## config.mk

```make
export PLATFORM = sky130hd
export DESIGN_NAME = mem_access_unit_flat
export DESIGN_NICKNAME = d
export VERILOG_FILES = /design/src/rtl/mem_access_unit_if.sv /design/src/rtl/mem_access_unit.sv /design/src/flat_wrapper.sv
export SDC_FILE = /design/constraint.sdc
export NUM_CORES = 1
export LEC_CHECK = 0
export CORE_MARGIN = 2
export CORE_UTILIZATION = 23
export DETAILED_ROUTE_END_ITERATION = 7
export GPL_ROUTABILITY_DRIVEN = 0
export PLACE_DENSITY_LB_ADDON = 0.3
export REMOVE_ABC_BUFFERS = 1
export SETUP_SLACK_MARGIN = 0.4
export SYNTH_ARGS = -nofsm -noshare
export SYNTH_HDL_FRONTEND = slang
export SYNTH_SLANG_ARGS = --single-unit
```

## constraint.sdc

```tcl
create_clock -name clk -period 2.05 [get_ports clk]
set_input_delay 0.3075 -clock clk [delete_from_list [all_inputs] [get_ports clk]]
set_output_delay 0.3075 -clock clk [all_outputs]
set_load 0.02 [all_outputs]
```

## src/rtl/mem_access_unit_if.sv

```systemverilog
// rtl/mem_access_unit_if.sv - EX/MEM request, MEM/WB result and data-memory port bundle for mem_access_unit
interface mem_access_unit_if #(
    parameter int ADDR_W = 12
);
    logic              ex_valid;
    logic              ex_ready;
    logic              ex_memread;
    logic              ex_memwrite;
    logic [2:0]        ex_funct3;
    logic [63:0]       ex_addr;
    logic [63:0]       ex_wdata;
    logic [4:0]        ex_rd;

    logic              wb_valid;
    logic [63:0]       wb_rdata;
    logic [4:0]        wb_rd;
    logic              wb_misalign;

    logic              dm_en;
    logic              dm_we;
    logic [ADDR_W-1:0] dm_addr;
    logic [3:0]        dm_wstrb;
    logic [31:0]       dm_wdata;
    logic [31:0]       dm_rdata;

    // slave is the sequencer's view; master is the pipeline plus data memory around it
    modport slave (
        input  ex_valid, ex_memread, ex_memwrite, ex_funct3, ex_addr, ex_wdata, ex_rd,
        output ex_ready,
        output wb_valid, wb_rdata, wb_rd, wb_misalign,
        output dm_en, dm_we, dm_addr, dm_wstrb, dm_wdata,
        input  dm_rdata
    );

    modport master (
        output ex_valid, ex_memread, ex_memwrite, ex_funct3, ex_addr, ex_wdata, ex_rd,
        input  ex_ready,
        input  wb_valid, wb_rdata, wb_rd, wb_misalign,
        input  dm_en, dm_we, dm_addr, dm_wstrb, dm_wdata,
        output dm_rdata
    );
endinterface

```

## src/rtl/mem_access_unit.sv

```systemverilog
// rtl/mem_access_unit.sv - RV64 load/store sequencer onto a 32-bit word data memory (option: MEM_ACCESS_MISALIGN_TRAP_EN)
module mem_access_unit #(
    parameter int ADDR_W = 12
) (
    input  logic             clk,
    input  logic             reset,
    mem_access_unit_if.slave bus
);
    typedef enum logic [2:0] {
        S_IDLE,
        S_ISSUE0,
        S_ISSUE1,
        S_CAPTURE,
        S_RESP
    } state_t;

    state_t state, state_d;

    logic              ex_ready_q;
    logic              dm_en_q,    dm_en_d;
    logic              dm_we_q,    dm_we_d;
    logic [ADDR_W-1:0] dm_addr_q,  dm_addr_d;
    logic [3:0]        dm_wstrb_q, dm_wstrb_d;
    logic [31:0]       dm_wdata_q, dm_wdata_d;
    logic              wb_valid_q, wb_valid_d;
    logic [63:0]       wb_rdata_q, wb_rdata_d;
    logic [4:0]        wb_rd_q;

    logic              r_store;
    logic [2:0]        r_funct3;
    logic [1:0]        r_lane;
    logic [ADDR_W-1:0] r_w0;
    logic [31:0]       r_wdata_lo;
    logic [31:0]       r_hi;

    logic              accept;
    logic              in_noacc;
    logic              trap;
    logic [2:0]        align_mask;
    logic [2:0]        in_off;
    logic [ADDR_W-1:0] in_w0;
    logic [3:0]        in_strb;
    logic [31:0]       in_word0;

    logic [7:0]        ld_byte;
    logic [15:0]       ld_half;
    logic [63:0]       ld_value;

    logic              unused_addr_bits;

    assign accept   = bus.ex_valid && ex_ready_q;
    assign in_noacc = (bus.ex_funct3 == 3'b111) || !(bus.ex_memread || bus.ex_memwrite);

    // bits of the byte offset that a naturally aligned access of this size may keep
    always_comb begin
        case (bus.ex_funct3[1:0])
            2'd0:    align_mask = 3'b111;
            2'd1:    align_mask = 3'b110;
            2'd2:    align_mask = 3'b100;
            default: align_mask = 3'b000;
        endcase
    end

    assign in_off = bus.ex_addr[2:0] & align_mask;
    assign in_w0  = {bus.ex_addr[ADDR_W+1:3], in_off[2]};

`ifdef MEM_ACCESS_MISALIGN_TRAP_EN
    assign trap = !in_noacc && (bus.ex_addr[2:0] != in_off);
`else
    assign trap = 1'b0;
`endif

    assign unused_addr_bits = ^bus.ex_addr[63:ADDR_W+2];

    always_comb begin
        in_strb  = 4'hF;
        in_word0 = bus.ex_wdata[31:0];
        case (bus.ex_funct3[1:0])
            2'd0: begin
                in_strb  = 4'b0001 << in_off[1:0];
                in_word0 = {4{bus.ex_wdata[7:0]}};
            end
            2'd1: begin
                in_strb  = in_off[1] ? 4'b1100 : 4'b0011;
                in_word0 = {2{bus.ex_wdata[15:0]}};
            end
            2'd2: begin
                in_word0 = bus.ex_wdata[31:0];
            end
            default: begin
                in_word0 = bus.ex_wdata[63:32];
            end
        endcase
    end

    always_comb begin
        ld_byte = bus.dm_rdata[{r_lane, 3'b000} +: 8];
        ld_half = r_lane[1] ? bus.dm_rdata[31:16] : bus.dm_rdata[15:0];
        case (r_funct3)
            3'b000:  ld_value = {{56{ld_byte[7]}}, ld_byte};
            3'b001:  ld_value = {{48{ld_half[15]}}, ld_half};
            3'b010:  ld_value = {{32{bus.dm_rdata[31]}}, bus.dm_rdata};
            3'b011:  ld_value = {r_hi, bus.dm_rdata};
            3'b100:  ld_value = {56'd0, ld_byte};
            3'b101:  ld_value = {48'd0, ld_half};
            3'b110:  ld_value = {32'd0, bus.dm_rdata};
            default: ld_value = 64'd0;
        endcase
    end

`ifdef MEM_ACCESS_MISALIGN_TRAP_EN
    logic wb_misalign_q, wb_misalign_d;
`endif

    // next state plus the next value of every registered output
    always_comb begin
        state_d    = state;
        dm_en_d    = 1'b0;
        dm_we_d    = 1'b0;
        dm_addr_d  = dm_addr_q;
        dm_wstrb_d = 4'd0;
        dm_wdata_d = dm_wdata_q;
        wb_valid_d = 1'b0;
        wb_rdata_d = wb_rdata_q;
`ifdef MEM_ACCESS_MISALIGN_TRAP_EN
        wb_misalign_d = 1'b0;
`endif
        unique case (state)
            S_IDLE: begin
                if (accept) begin
                    if (in_noacc || trap) begin
                        state_d    = S_RESP;
                        wb_valid_d = 1'b1;
                        wb_rdata_d = 64'd0;
`ifdef MEM_ACCESS_MISALIGN_TRAP_EN
                        wb_misalign_d = trap;
`endif
                    end else begin
                        state_d    = S_ISSUE0;
                        dm_en_d    = 1'b1;
                        dm_we_d    = bus.ex_memwrite;
                        dm_addr_d  = in_w0;
                        dm_wstrb_d = bus.ex_memwrite ? in_strb : 4'd0;
                        dm_wdata_d = in_word0;
                    end
                end
            end
            S_ISSUE0: begin
                if (r_funct3[1:0] == 2'd3) begin
                    state_d    = S_ISSUE1;
                    dm_en_d    = 1'b1;
                    dm_we_d    = r_store;
                    dm_addr_d  = r_w0 + ADDR_W'(1);
                    dm_wstrb_d = r_store ? 4'hF : 4'd0;
                    dm_wdata_d = r_wdata_lo;
                end else begin
                    state_d = S_CAPTURE;
                end
            end
            S_ISSUE1: begin
                state_d = S_CAPTURE;
            end
            S_CAPTURE: begin
                state_d    = S_RESP;
                wb_valid_d = 1'b1;
                wb_rdata_d = r_store ? 64'd0 : ld_value;
            end
            S_RESP: begin
                state_d = S_IDLE;
            end
            default: begin
                state_d = S_IDLE;
            end
        endcase
    end

    always_ff @(posedge clk) begin
        if (reset) begin
            state <= S_IDLE;
        end else begin
            state <= state_d;
        end
    end

    always_ff @(posedge clk) begin
        if (reset) begin
            ex_ready_q <= 1'b1;
            dm_en_q    <= 1'b0;
            dm_we_q    <= 1'b0;
            dm_addr_q  <= '0;
            dm_wstrb_q <= 4'd0;
            dm_wdata_q <= 32'd0;
            wb_valid_q <= 1'b0;
            wb_rdata_q <= 64'd0;
            wb_rd_q    <= 5'd0;
            r_store    <= 1'b0;
            r_funct3   <= 3'd0;
            r_lane     <= 2'd0;
            r_w0       <= '0;
            r_wdata_lo <= 32'd0;
            r_hi       <= 32'd0;
        end else begin
            ex_ready_q <= (state_d == S_IDLE);
            dm_en_q    <= dm_en_d;
            dm_we_q    <= dm_we_d;
            dm_addr_q  <= dm_addr_d;
            dm_wstrb_q <= dm_wstrb_d;
            dm_wdata_q <= dm_wdata_d;
            wb_valid_q <= wb_valid_d;
            wb_rdata_q <= wb_rdata_d;
            if (accept) begin
                r_store    <= bus.ex_memwrite;
                r_funct3   <= bus.ex_funct3;
                r_lane     <= in_off[1:0];
                r_w0       <= in_w0;
                r_wdata_lo <= bus.ex_wdata[31:0];
                wb_rd_q    <= bus.ex_rd;
            end
            // first word of a doubleword arrives while the second is being issued
            if (state == S_ISSUE1) begin
                r_hi <= bus.dm_rdata;
            end
        end
    end

`ifdef MEM_ACCESS_MISALIGN_TRAP_EN
    always_ff @(posedge clk) begin
        if (reset) begin
            wb_misalign_q <= 1'b0;
        end else begin
            wb_misalign_q <= wb_misalign_d;
        end
    end

    assign bus.wb_misalign = wb_misalign_q;
`else
    assign bus.wb_misalign = 1'b0;
`endif

    assign bus.ex_ready = ex_ready_q;
    assign bus.dm_en    = dm_en_q;
    assign bus.dm_we    = dm_we_q;
    assign bus.dm_addr  = dm_addr_q;
    assign bus.dm_wstrb = dm_wstrb_q;
    assign bus.dm_wdata = dm_wdata_q;
    assign bus.wb_valid = wb_valid_q;
    assign bus.wb_rdata = wb_rdata_q;
    assign bus.wb_rd    = wb_rd_q;
endmodule

```

## src/flat_wrapper.sv

```systemverilog
// flat-port wrapper written by rule: the top's interface ports become plain ports
module mem_access_unit_flat 
#(
    parameter int ADDR_W = 12
)
  (clk, reset, bus_ex_valid, bus_ex_memread, bus_ex_memwrite, bus_ex_funct3, bus_ex_addr, bus_ex_wdata, bus_ex_rd, bus_ex_ready, bus_wb_valid, bus_wb_rdata, bus_wb_rd, bus_wb_misalign, bus_dm_en, bus_dm_we, bus_dm_addr, bus_dm_wstrb, bus_dm_wdata, bus_dm_rdata);
  mem_access_unit_if #(.ADDR_W(ADDR_W)) bus_i ();
  input  logic clk;
  input  logic reset;
  input wire logic [$bits(bus_i.ex_valid)-1:0] bus_ex_valid;
  input wire logic [$bits(bus_i.ex_memread)-1:0] bus_ex_memread;
  input wire logic [$bits(bus_i.ex_memwrite)-1:0] bus_ex_memwrite;
  input wire logic [$bits(bus_i.ex_funct3)-1:0] bus_ex_funct3;
  input wire logic [$bits(bus_i.ex_addr)-1:0] bus_ex_addr;
  input wire logic [$bits(bus_i.ex_wdata)-1:0] bus_ex_wdata;
  input wire logic [$bits(bus_i.ex_rd)-1:0] bus_ex_rd;
  output wire logic [$bits(bus_i.ex_ready)-1:0] bus_ex_ready;
  output wire logic [$bits(bus_i.wb_valid)-1:0] bus_wb_valid;
  output wire logic [$bits(bus_i.wb_rdata)-1:0] bus_wb_rdata;
  output wire logic [$bits(bus_i.wb_rd)-1:0] bus_wb_rd;
  output wire logic [$bits(bus_i.wb_misalign)-1:0] bus_wb_misalign;
  output wire logic [$bits(bus_i.dm_en)-1:0] bus_dm_en;
  output wire logic [$bits(bus_i.dm_we)-1:0] bus_dm_we;
  output wire logic [$bits(bus_i.dm_addr)-1:0] bus_dm_addr;
  output wire logic [$bits(bus_i.dm_wstrb)-1:0] bus_dm_wstrb;
  output wire logic [$bits(bus_i.dm_wdata)-1:0] bus_dm_wdata;
  input wire logic [$bits(bus_i.dm_rdata)-1:0] bus_dm_rdata;
  assign bus_i.ex_valid = bus_ex_valid;
  assign bus_i.ex_memread = bus_ex_memread;
  assign bus_i.ex_memwrite = bus_ex_memwrite;
  assign bus_i.ex_funct3 = bus_ex_funct3;
  assign bus_i.ex_addr = bus_ex_addr;
  assign bus_i.ex_wdata = bus_ex_wdata;
  assign bus_i.ex_rd = bus_ex_rd;
  assign bus_ex_ready = bus_i.ex_ready;
  assign bus_wb_valid = bus_i.wb_valid;
  assign bus_wb_rdata = bus_i.wb_rdata;
  assign bus_wb_rd = bus_i.wb_rd;
  assign bus_wb_misalign = bus_i.wb_misalign;
  assign bus_dm_en = bus_i.dm_en;
  assign bus_dm_we = bus_i.dm_we;
  assign bus_dm_addr = bus_i.dm_addr;
  assign bus_dm_wstrb = bus_i.dm_wstrb;
  assign bus_dm_wdata = bus_i.dm_wdata;
  assign bus_i.dm_rdata = bus_dm_rdata;
  mem_access_unit #(.ADDR_W(ADDR_W)) u_core (.clk(clk), .reset(reset), .bus(bus_i));
endmodule
```

# After elaboration in Yosys (flattened, before gate mapping)
# Cells that the tools add are included.
[totals] input_bits=173 word_cells=88 register_bits=206
[classes] muxes=39 n_eq_ne=17 n_addsub=1 n_reduce_logical=12 shift=2 n_bitwise=1
[ops] operator="$pmux 64 s7" n=1
[ops] operator="$mux 64" n=3
[ops] operator="$pmux 64 s2" n=1
[ops] operator="$mux 32" n=3
[ops] operator="$pmux 32 s3" n=1
[ops] operator="$pmux 32 s2" n=1
[ops] operator="$mux 12" n=3
[ops] operator="$shiftx 32x6->8" n=1
[ops] operator="$mux 4" n=6
[ops] operator="$pmux 12 s2" n=1
[ops] operator="$mux 16" n=1
[ops] operator="$pmux 4 s2" n=2
[ops] operator="$add 12x1->12 const B" n=1
[ops] operator="$eq 3x2->1 const B" n=4
[ops] operator="$eq 3x3->1 const B" n=4
[ops] operator="$pmux 3 s4" n=1
[ops] operator="$logic_not 3->1" n=3
[ops] operator="$mux 1" n=9
[ops] operator="$pmux 3 s3" n=1
[ops] operator="$eq 3x1->1 const B" n=2
[ops] operator="$mux 3" n=2
[ops] operator="$ne 2x1->1 const B" n=3
[ops] operator="$pmux 1 s2" n=3
[ops] operator="$eq 2x2->1 const B" n=2
[ops] operator="other kinds (11)" n=13

# Logic depth before layout (Yosys ltp)
# Gate-level depths: netlist of the first run.
[depth] ltp_word=9 ltp_mapped=8 mapped_depth_nobuf=5

# Worst setup path before layout of the first run
# OpenSTA, ideal clock, no wires.
[synth_path] path_kind="register -> register" start="register u_core.ex_ready_q (netlist: u_core.bus.ex_ready)" end="register u_core.dm_wdata_q[5] (netlist: u_core.bus.dm_wdata[5])" stages_incl_launch_ff=7 setup_slack_ns=0.359 period_less_slack_ns=1.691 t_arrival_ns=1.621 n_path_buf=2 cell_sequence="dfxtp_1 > and2_1 > buf_2 > nand4_1 > buf_2 > a221o_1 > a21oi_1"
[synth_between] elab_chain_len=3
[synth_rtl] element="start: declaration" line="mem_access_unit.sv:19" text="logic ex_ready_q;"
[synth_rtl] element="start signal: assignment" line="mem_access_unit.sv:203" text="ex_ready_q <= (state_d == S_IDLE);"
[synth_rtl] element="$logic_and 1x1->1" line="mem_access_unit.sv:51" text="assign accept = bus.ex_valid && ex_ready_q;"
[synth_rtl] element="$ne 2x1->1 (no source line)"
[synth_rtl] element="$reduce_and 4->1 (no source line)"
[synth_rtl] element="end signal: assignment" line="mem_access_unit.sv:208" text="dm_wdata_q <= dm_wdata_d;"
[synth_rtl] element="end: declaration" line="mem_access_unit.sv:24" text="logic [31:0] dm_wdata_q, dm_wdata_d;"
# No other way between the ends.
# A chain may end at the register's enable or synchronous reset.

# Final worst setup path of the first run
[layout_path] start="register u_core.state[1]" end="register u_core.dm_wdata_q[2] (netlist: u_core.bus.dm_wdata[2])"
[layout_between] elab_chain_len=3 word_cells_on_any_way=8 classes_between="eq/ne (4); mux (1); reduce/logical (3)"
[layout_rtl] element="start: declaration" line="mem_access_unit.sv:17" text="state_t state, state_d;"
[layout_rtl] element="start signal: assignment" line="mem_access_unit.sv:181" text="state <= state_d;"
[layout_rtl] element="$eq 3x1->1 / $logic_not 3->1 (equally long branches)" line="mem_access_unit.sv:128" text="unique case (state)"
[layout_rtl] element="$ne 2x1->1 (no source line), or another cell as far along"
[layout_rtl] element="$reduce_and 4->1 (no source line)"
# Several ways; a longest one is shown, not always the timed one.

==> results.py, run 1 <==
metrics = {
    "global_routing": {
        "grt_start_max_net_pins": 56,
        "grt_pass1_wl_um": 53210,
        "overflow": 0,
        "antenna_found_initial": 1,
        "grt_pass1_vias": 8617,
        "track_usage_pct": 16.53,
    },
    "pwr": {
        "leakage_nw": 5.579,
        "p_sw_mw": 5.306,
        "p_comb_share_pct": 34.5,
        "ir_drop_mv": 0.5057,
        "clock_power_share_pct": 31.7,
        "swShare_pct": 35.26,
        "power_density_mw_per_mm2": 1104,
        "total_power_mw": 15.05,
        "p_int_mw": 9.741,
        "power_frac_seq_pct": 33.8,
    },
    "timing": {
        "fmax_mhz": 606.5,
        "rsz0062_at_grt": "yes",
        "finalHoldViolCount": 0,
        "holdWs_ns": 0.2677,
        "worst_pin_slew_ns": 0.5755,
        "fin_skew_ns": 0.009298,
        "setup_slack_ns": 0.4013,
        "post-route-min-period_ns": 1.649,
        "finalCritPeriodShare_pct": 80.43,
        "fin_tns_setup_ns": 0,
        "setup_viol": 0,
        "drv_slew": 0,
        "relSlewSlack_pct": 61.38,
    },
    "worst_setup_path": {
        "rr_startpoint": "u_core.state[1]",
        "worstPathMaxFanout": 9,
        "cp-end-kind": "register",
        "reg2reg_slack_ns": 0.40,
        "crit-reg2reg-capture": "u_core.bus.dm_wdata[2]",
        "crit_required_ns": 2.49,
        "crit_arrival_ns": 2.09,
        "path_class": "reg2reg",
        "rr_worst_depth": 6,
        "cp-start-kind": "register",
    },
    "synth": {
        "async_reset_ff_share_pct": 0,
        "ys_seq_elements": 206,
        "yosysWarnings": 0,
        "synth.largest_area_cell": "dfxtp_1",
        "avgSynthCellArea_sq_um": 8.969,
        "netlist_instances": 1011,
        "synth_edf_count": 0,
        "syn_area_sq_mm": 0.009067,
        "yosys.cell_types.count": 64,
        "ys_seq_area_share_pct": 45.48,
        "yosys.area.top_type_share_pct": 45.48,
        "synth_area_leaders": "dfxtp_1 45%, nand2_1 8.4%, a21oi_1 6.7%",
        "synthFlopType": "dfxtp_1",
    },
    "floorplanning": {
        "start_util_pct": 23.41,
        "fp.dieH_um": 202.6,
        "num_io_pins": 295,
        "placementRows": 72,
        "die_w_um": 202.6,
        "coreArea_sq_mm": 0.03874,
        "dieArea_sq_mm": 0.04103,
    },
    "clocking": {
        "tritoncts": "built",
        "cts_root_buf": "clkbuf_16",
        "cts.clk_slew.worst_paths_ns": 0.06,
        "ctsLongestPathBuffers": 3,
        "hold_buffers": 0,
        "cts_buffers": 25,
        "numClockSinks": 206,
        "clock_latency_ns": 0.52,
        "htree_num_levels": 1,
    },
    "drt": {
        "via_per_inst": 4.892,
        "ant_nets": 0,
        "drtIter0Drc": 561,
        "drcViolationCount": 0,
        "firstDrtPassIters": 5,
        "drt-total-wl_um": 35590,
        "vias": 8806,
        "wire_per_inst_um": 19.77,
    },
    "layout": {
        "antenna_cells": 0,
        "drive_gt1_share_pct": 15.52,
        "num-nets-final": 1439,
        "layout_common_cells": "201 x nand2_1, 198 x dfxtp_1, 121 x dlygate4sd2_1",
        "area_delta_synth_final_pct": 50.27,
        "final_common_cell": "nand2_1",
        "final_cell_area_sq_mm": 0.01363,
    },
    "placement": {
        "port_buffers": 243,
        "dp_worst_setup_slack_ns": -0.1419,
        "placed_cell_area_sq_mm": 0.01219,
        "dp_hpwl_um": 22970,
    },
    "status": {
        "status": "finished clean",
    },
    "hold_path": {
        "worstHoldPathType": "in2reg",
        "min_to": "u_core.state[2]",
        "worstHoldStart": "reset",
        "holdPathStages": 4,
    },
    "job": {
        "cap_violations": 0,
    },
}
## state kept, by name, summed over array words and instances (netlist names)
| register | flops |
|---|---|
| u_core.bus.dm_we | 1 |
| u_core.bus.dm_wstrb | 4 |
| u_core.r_w0 | 12 |
| u_core.bus.dm_wdata | 32 |
| u_core.r_wdata_lo | 32 |
| u_core.r_hi | 32 |
| u_core.bus.dm_en | 1 |
| u_core.bus.dm_addr | 12 |
| u_core.bus.ex_ready | 1 |
| u_core.r_funct3 | 3 |
| u_core.r_store | 1 |
| u_core.state | 3 |
| u_core.r_lane | 2 |
| u_core.bus.wb_valid | 1 |
| u_core.bus.wb_rdata | 64 |
| u_core.bus.wb_rd | 5 |
## worst max path at each step
stage,startpoint,end,slack (ns),cells after the start
finish,u_core.state[1],u_core.bus.dm_wdata[2],0.40,6
global route,u_core.state[1],u_core.bus.dm_wdata[5],0.31,6
CTS,u_core.state[2],u_core.bus.dm_wdata[23],0.37,6
detailed placement,bus_dm_rdata[31],u_core.bus.wb_rdata[10],-0.14,5
global placement,bus_dm_rdata[31],u_core.bus.wb_rdata[11],-0.10,5
floorplan,u_core.bus.ex_ready,u_core.bus.dm_addr[1],-1.58,4
## repair_timing
item	4_1_cts	5_1_grt
cloned	5	4
endpoints found under the hold margin	0	0
pin swaps	7	24
setup endpoints to repair	262	107
setup buffers	12	4
gates resized for setup	165	32
## critical path, cell delays in order (launching register included)
cell and delay [ns]:
dfxtp_4 0.37, buf_4 0.14, nor3b_4 0.27, nand3_4 0.15
buf_8 0.17, a221o_1 0.34, a21oi_1 0.14
## cell families (layout without fill, tap and decap cells)
group                      Yosys count  in the layout  synth area share, %
and+or+nand+nor                    353            353                17.75
adders and majority gates            1              1               0.1380
buffers and inverters              111            382                6.347
DFF                                206            206                45.48
xor gates and xnor gates             5              5               0.4829
AOI/OAI and AO/OA                  300            300                24.73
muxes                               34             34                5.036
other                                1              1              0.04136
## area by class of cell
| cell class | instances | area, sq um |
|---|---|---|
| sequential | 206 | 4149 |
| timing repair buffer | 326 | 3274 |
| fill | 4057 | 25110 |
| tap | 518 | 648.1 |
| clock buffer | 33 | 715.7 |
| multi-input combinational | 694 | 4629 |
| clock inverter | 11 | 163.9 |
| inverter | 12 | 45.04 |
## layer usage
metal / GRT usage, % / vias to the layer above / part of all wire (%)
li1: - / 4195 / -
met1: 21.56 / 4204 / 42
met2: 27.27 / 361 / 47
met3: 4.912 / 44 / 8.8
met4: 2.946 / 2 / 1.8
met5: 0 / - / 0.037
## per-stage QoR
stage | instances | utilization, %
detailed placement | 1731 | 31.48
global placement | 1731 | 31.48
floorplan | 912 | -
finish | 1800 | 35.17
global route | 1800 | 35.17
CTS | 1792 | 34.46
## Yosys cell counts (all sizes together), types with 2 or more instances
cell     number
nor3b         4
or2           2
dfxtp       206
o31a          2
clkbuf       44
a221o        56
buf          55
inv          12
mux4          9
o31ai        14
a221oi        9
nand2b       14
a211oi       10
a21oi       121
nor2b        10
o221ai        2
nand4        13
mux2i        25
nor2         56
nand3        17
a31oi         8
nor4          5
and3          4
o211ai        8
and2          2
a21boi        2
xnor2         5
nor3         14
o32ai        26
o2bb2ai      16
o311a         8
nand2       205
o21ai         8
or3b          3
o21a          3
## power by group through the flow
stage	registers, mW	clock network (mW)	logic [mW]
final	5.09	4.77	5.19
after global routing	5.17	5.05	5.64
after CTS	5.08	4.88	4.93
after detailed placement	5.15	0	4.85
after global placement	5.15	0	4.82
after floorplan	5.49	0	2.11
(Power assumes the default switching activity.)
==> run 2: changes to the inputs <==
Clock period 2.05 ns to 1.55 ns, I/O delays scaled along.
==> results.py, run 2 (synthesis gave the netlist of run 1 again) <==
metrics = {
    "clocking": {
        "clock_latency_ns": 0.54,
        "cts.clk_slew.worst_paths_ns": 0.06,
        "ctsLongestPathBuffers": 3,
        "numClockSinks": 206,
        "cts_buffers": 26,
        "tritoncts": "built",
        "cts_root_buf": "clkbuf_16",
        "htree_num_levels": 1,
    },
    "worst_setup_path": {
        "crit_arrival_ns": 2.19,
        "crit_required_ns": 2.00,
        "path_class": "reg2reg",
        "rr_startpoint": "u_core.state[2]",
        "slowest_stage": "dfxtp_2",
        "worstPathCellList": "buf_6 -> nor3_4 -> and4_4 -> buf_12 -> o21ai_4 -> clkbuf_16 -> o32ai_2",
        "worstSetupEndpoint": "u_core.bus.dm_wdata[15]",
        "cp_slowest_stage_delay_ns": 0.34,
        "cp-end-kind": "register",
        "crit-reg2reg-capture": "u_core.bus.dm_wdata[15]",
        "worstPathMaxFanout": 9,
        "cp-startpoint": "u_core.state[2]",
        "rr_worst_depth": 7,
        "reg2reg_slack_ns": -0.19,
        "cp-start-kind": "register",
    },
    "drt": {
        "firstDrtPassIters": 5,
        "drcViolationCount": 0,
        "drtIter0Drc": 544,
        "drt-total-wl_um": 39890,
        "via_per_inst": 4.915,
        "vias": 9580,
        "ant_nets": 0,
        "wire_per_inst_um": 20.47,
    },
    "layout": {
        "drive_gt1_share_pct": 45.73,
        "largest_register_ffs": 64,
        "multi_input_area_sq_mm": 0.004992,
        "fillers": 3802,
        "area_delta_synth_final_pct": 75.66,
        "num-nets-final": 1582,
        "final_util_pct": 41.12,
        "layout_common_cells": "168 x nand2_1, 153 x buf_4, 150 x buf_6",
        "final_common_cell": "nand2_1",
        "final-seq-area_sq_mm": 0.004288,
    },
    "hold_path": {
        "worstHoldPathType": "in2reg",
    },
    "timing": {
        "worst_pin_slew_ns": 0.6069,
        "drv_slew": 0,
        "fmax_mhz": 574.8,
        "setup_slack_ns": -0.1896,
        "rsz0062_at_grt": "yes",
        "holdWs_ns": 0.1135,
        "finalCritPeriodShare_pct": 112.2,
        "finalHoldViolCount": 0,
        "relSlewSlack_pct": 59.54,
        "fin_skew_ns": 0.01116,
        "post-route-min-period_ns": 1.740,
        "setup_viol": 142,
    },
    "global_routing": {
        "track_usage_pct": 17.06,
        "grt_start_max_net_pins": 50,
        "overflow": 0,
        "grt_pass1_wl_um": 54940,
        "antenna_found_initial": 4,
        "grt_pass1_vias": 9229,
    },
    "floorplanning": {
        "die_w_um": 202.6,
        "num_io_pins": 295,
        "placementRows": 72,
        "coreArea_sq_mm": 0.03874,
        "start_util_pct": 23.41,
        "fp.dieH_um": 202.6,
        "dieArea_sq_mm": 0.04103,
    },
    "pwr": {
        "clock_power_share_pct": 28.3,
        "swShare_pct": 35.04,
        "p_sw_mw": 7.974,
        "p_int_mw": 14.78,
        "ir_drop_mv": 0.7680,
        "power_frac_seq_pct": 30.4,
        "power_density_mw_per_mm2": 1429,
        "p_comb_share_pct": 41.3,
        "leakage_nw": 6.385,
    },
    "placement": {
        "dp_worst_setup_slack_ns": -0.5882,
        "port_buffers": 243,
        "dp_hpwl_um": 24140,
    },
    "status": {
        "status": "complete, but fails checks",
        "violations": "negative setup slack",
    },
    "job": {
        "cap_violations": 0,
    },
}
## run 2: changes by cell type in the layout (fill, tap and decap cells not counted), moves of 8 or more
cell           delta
clkbuf_16        +12
buf_6           +144
buf_12            +8
nand2_1          -33
a21oi_2          +34
nand2_4          +26
dfxtp_1         -115
dfxtp_2         +117
dlygate4sd2_1   -121
buf_4           +101
a21oi_1          -35
## run 2: layout make-up
cell class	count	area share, %
clock inverters	9	0.8248
multi-input cells	694	31.34
clock buffers	39	4.902
flip-flops and latches	206	26.92
well taps	518	4.069
diodes	3	0.04713
repair buffers	468	31.61
inverters	12	0.2828
## run 2: per-stage QoR
step | cell area [sq um] | power, mW | TNS (ns) | instances
floorplan | 8537 | 10.04 | -230.46 | 912
global placement | 12890 | 13.74 | -52.05 | 1809
detailed placement | 12890 | 13.79 | -53.10 | 1809
CTS | 14720 | 21.19 | -10.85 | 1903
global route | 15920 | 23.79 | -23.34 | 1947
finish | 15930 | 22.76 | -15.90 | 1949
## run 2: power groups by stage
stage	clock network, mW	registers, mW	logic (mW)
final	6.44	6.92	9.40
after global routing	6.79	7.01	9.99
after CTS	6.57	6.79	7.82
after detailed placement	0	6.72	7.07
after global placement	0	6.71	7.02
after floorplan	0	7.26	2.78
## run 2: critical path: cells and delay by family (launching register included)
family | cells | cell delay [ns]
flip-flops | 1 | 0.34
buffers and inverters | 3 | 0.44
AND/OR/NAND/NOR | 2 | 0.49
AO/OA/AOI/OAI | 2 | 0.37
## run 2: what timing repair did
action / in CTS / in global routing
resized for setup: 870 / 195
cloned: 7 / 16
buffers inserted: 39 / 27
pin swaps: 9 / 72
hold buffers: 0 / 0
setup endpoints to repair: 309 / 323
## run 2: how the worst min path moves through the flow
stage	cells after the start	start	slack (ns)	endpoint
3_5_place_dp	2	u_core.r_wdata_lo[6]	0.45	u_core.r_wdata_lo[6]
4_1_cts	3	reset	0.10	u_core.r_store
3_3_place_gp	2	u_core.r_wdata_lo[19]	0.44	u_core.r_wdata_lo[19]
5_1_grt	3	reset	0.11	u_core.r_lane[1]
2_1_floorplan	1	reset	0.30	u_core.bus.dm_addr[2]
6_report	3	reset	0.11	u_core.r_lane[1]
## run 2: layer usage
layer  global-route usage [%]  up-vias  wire (um)
met5                        0        -         27
met4                    4.353        4        989
met3                    5.361       66       3199
met2                    28.55      391      18960
met1                    21.25     4626      16720
li1                         -     4493          -
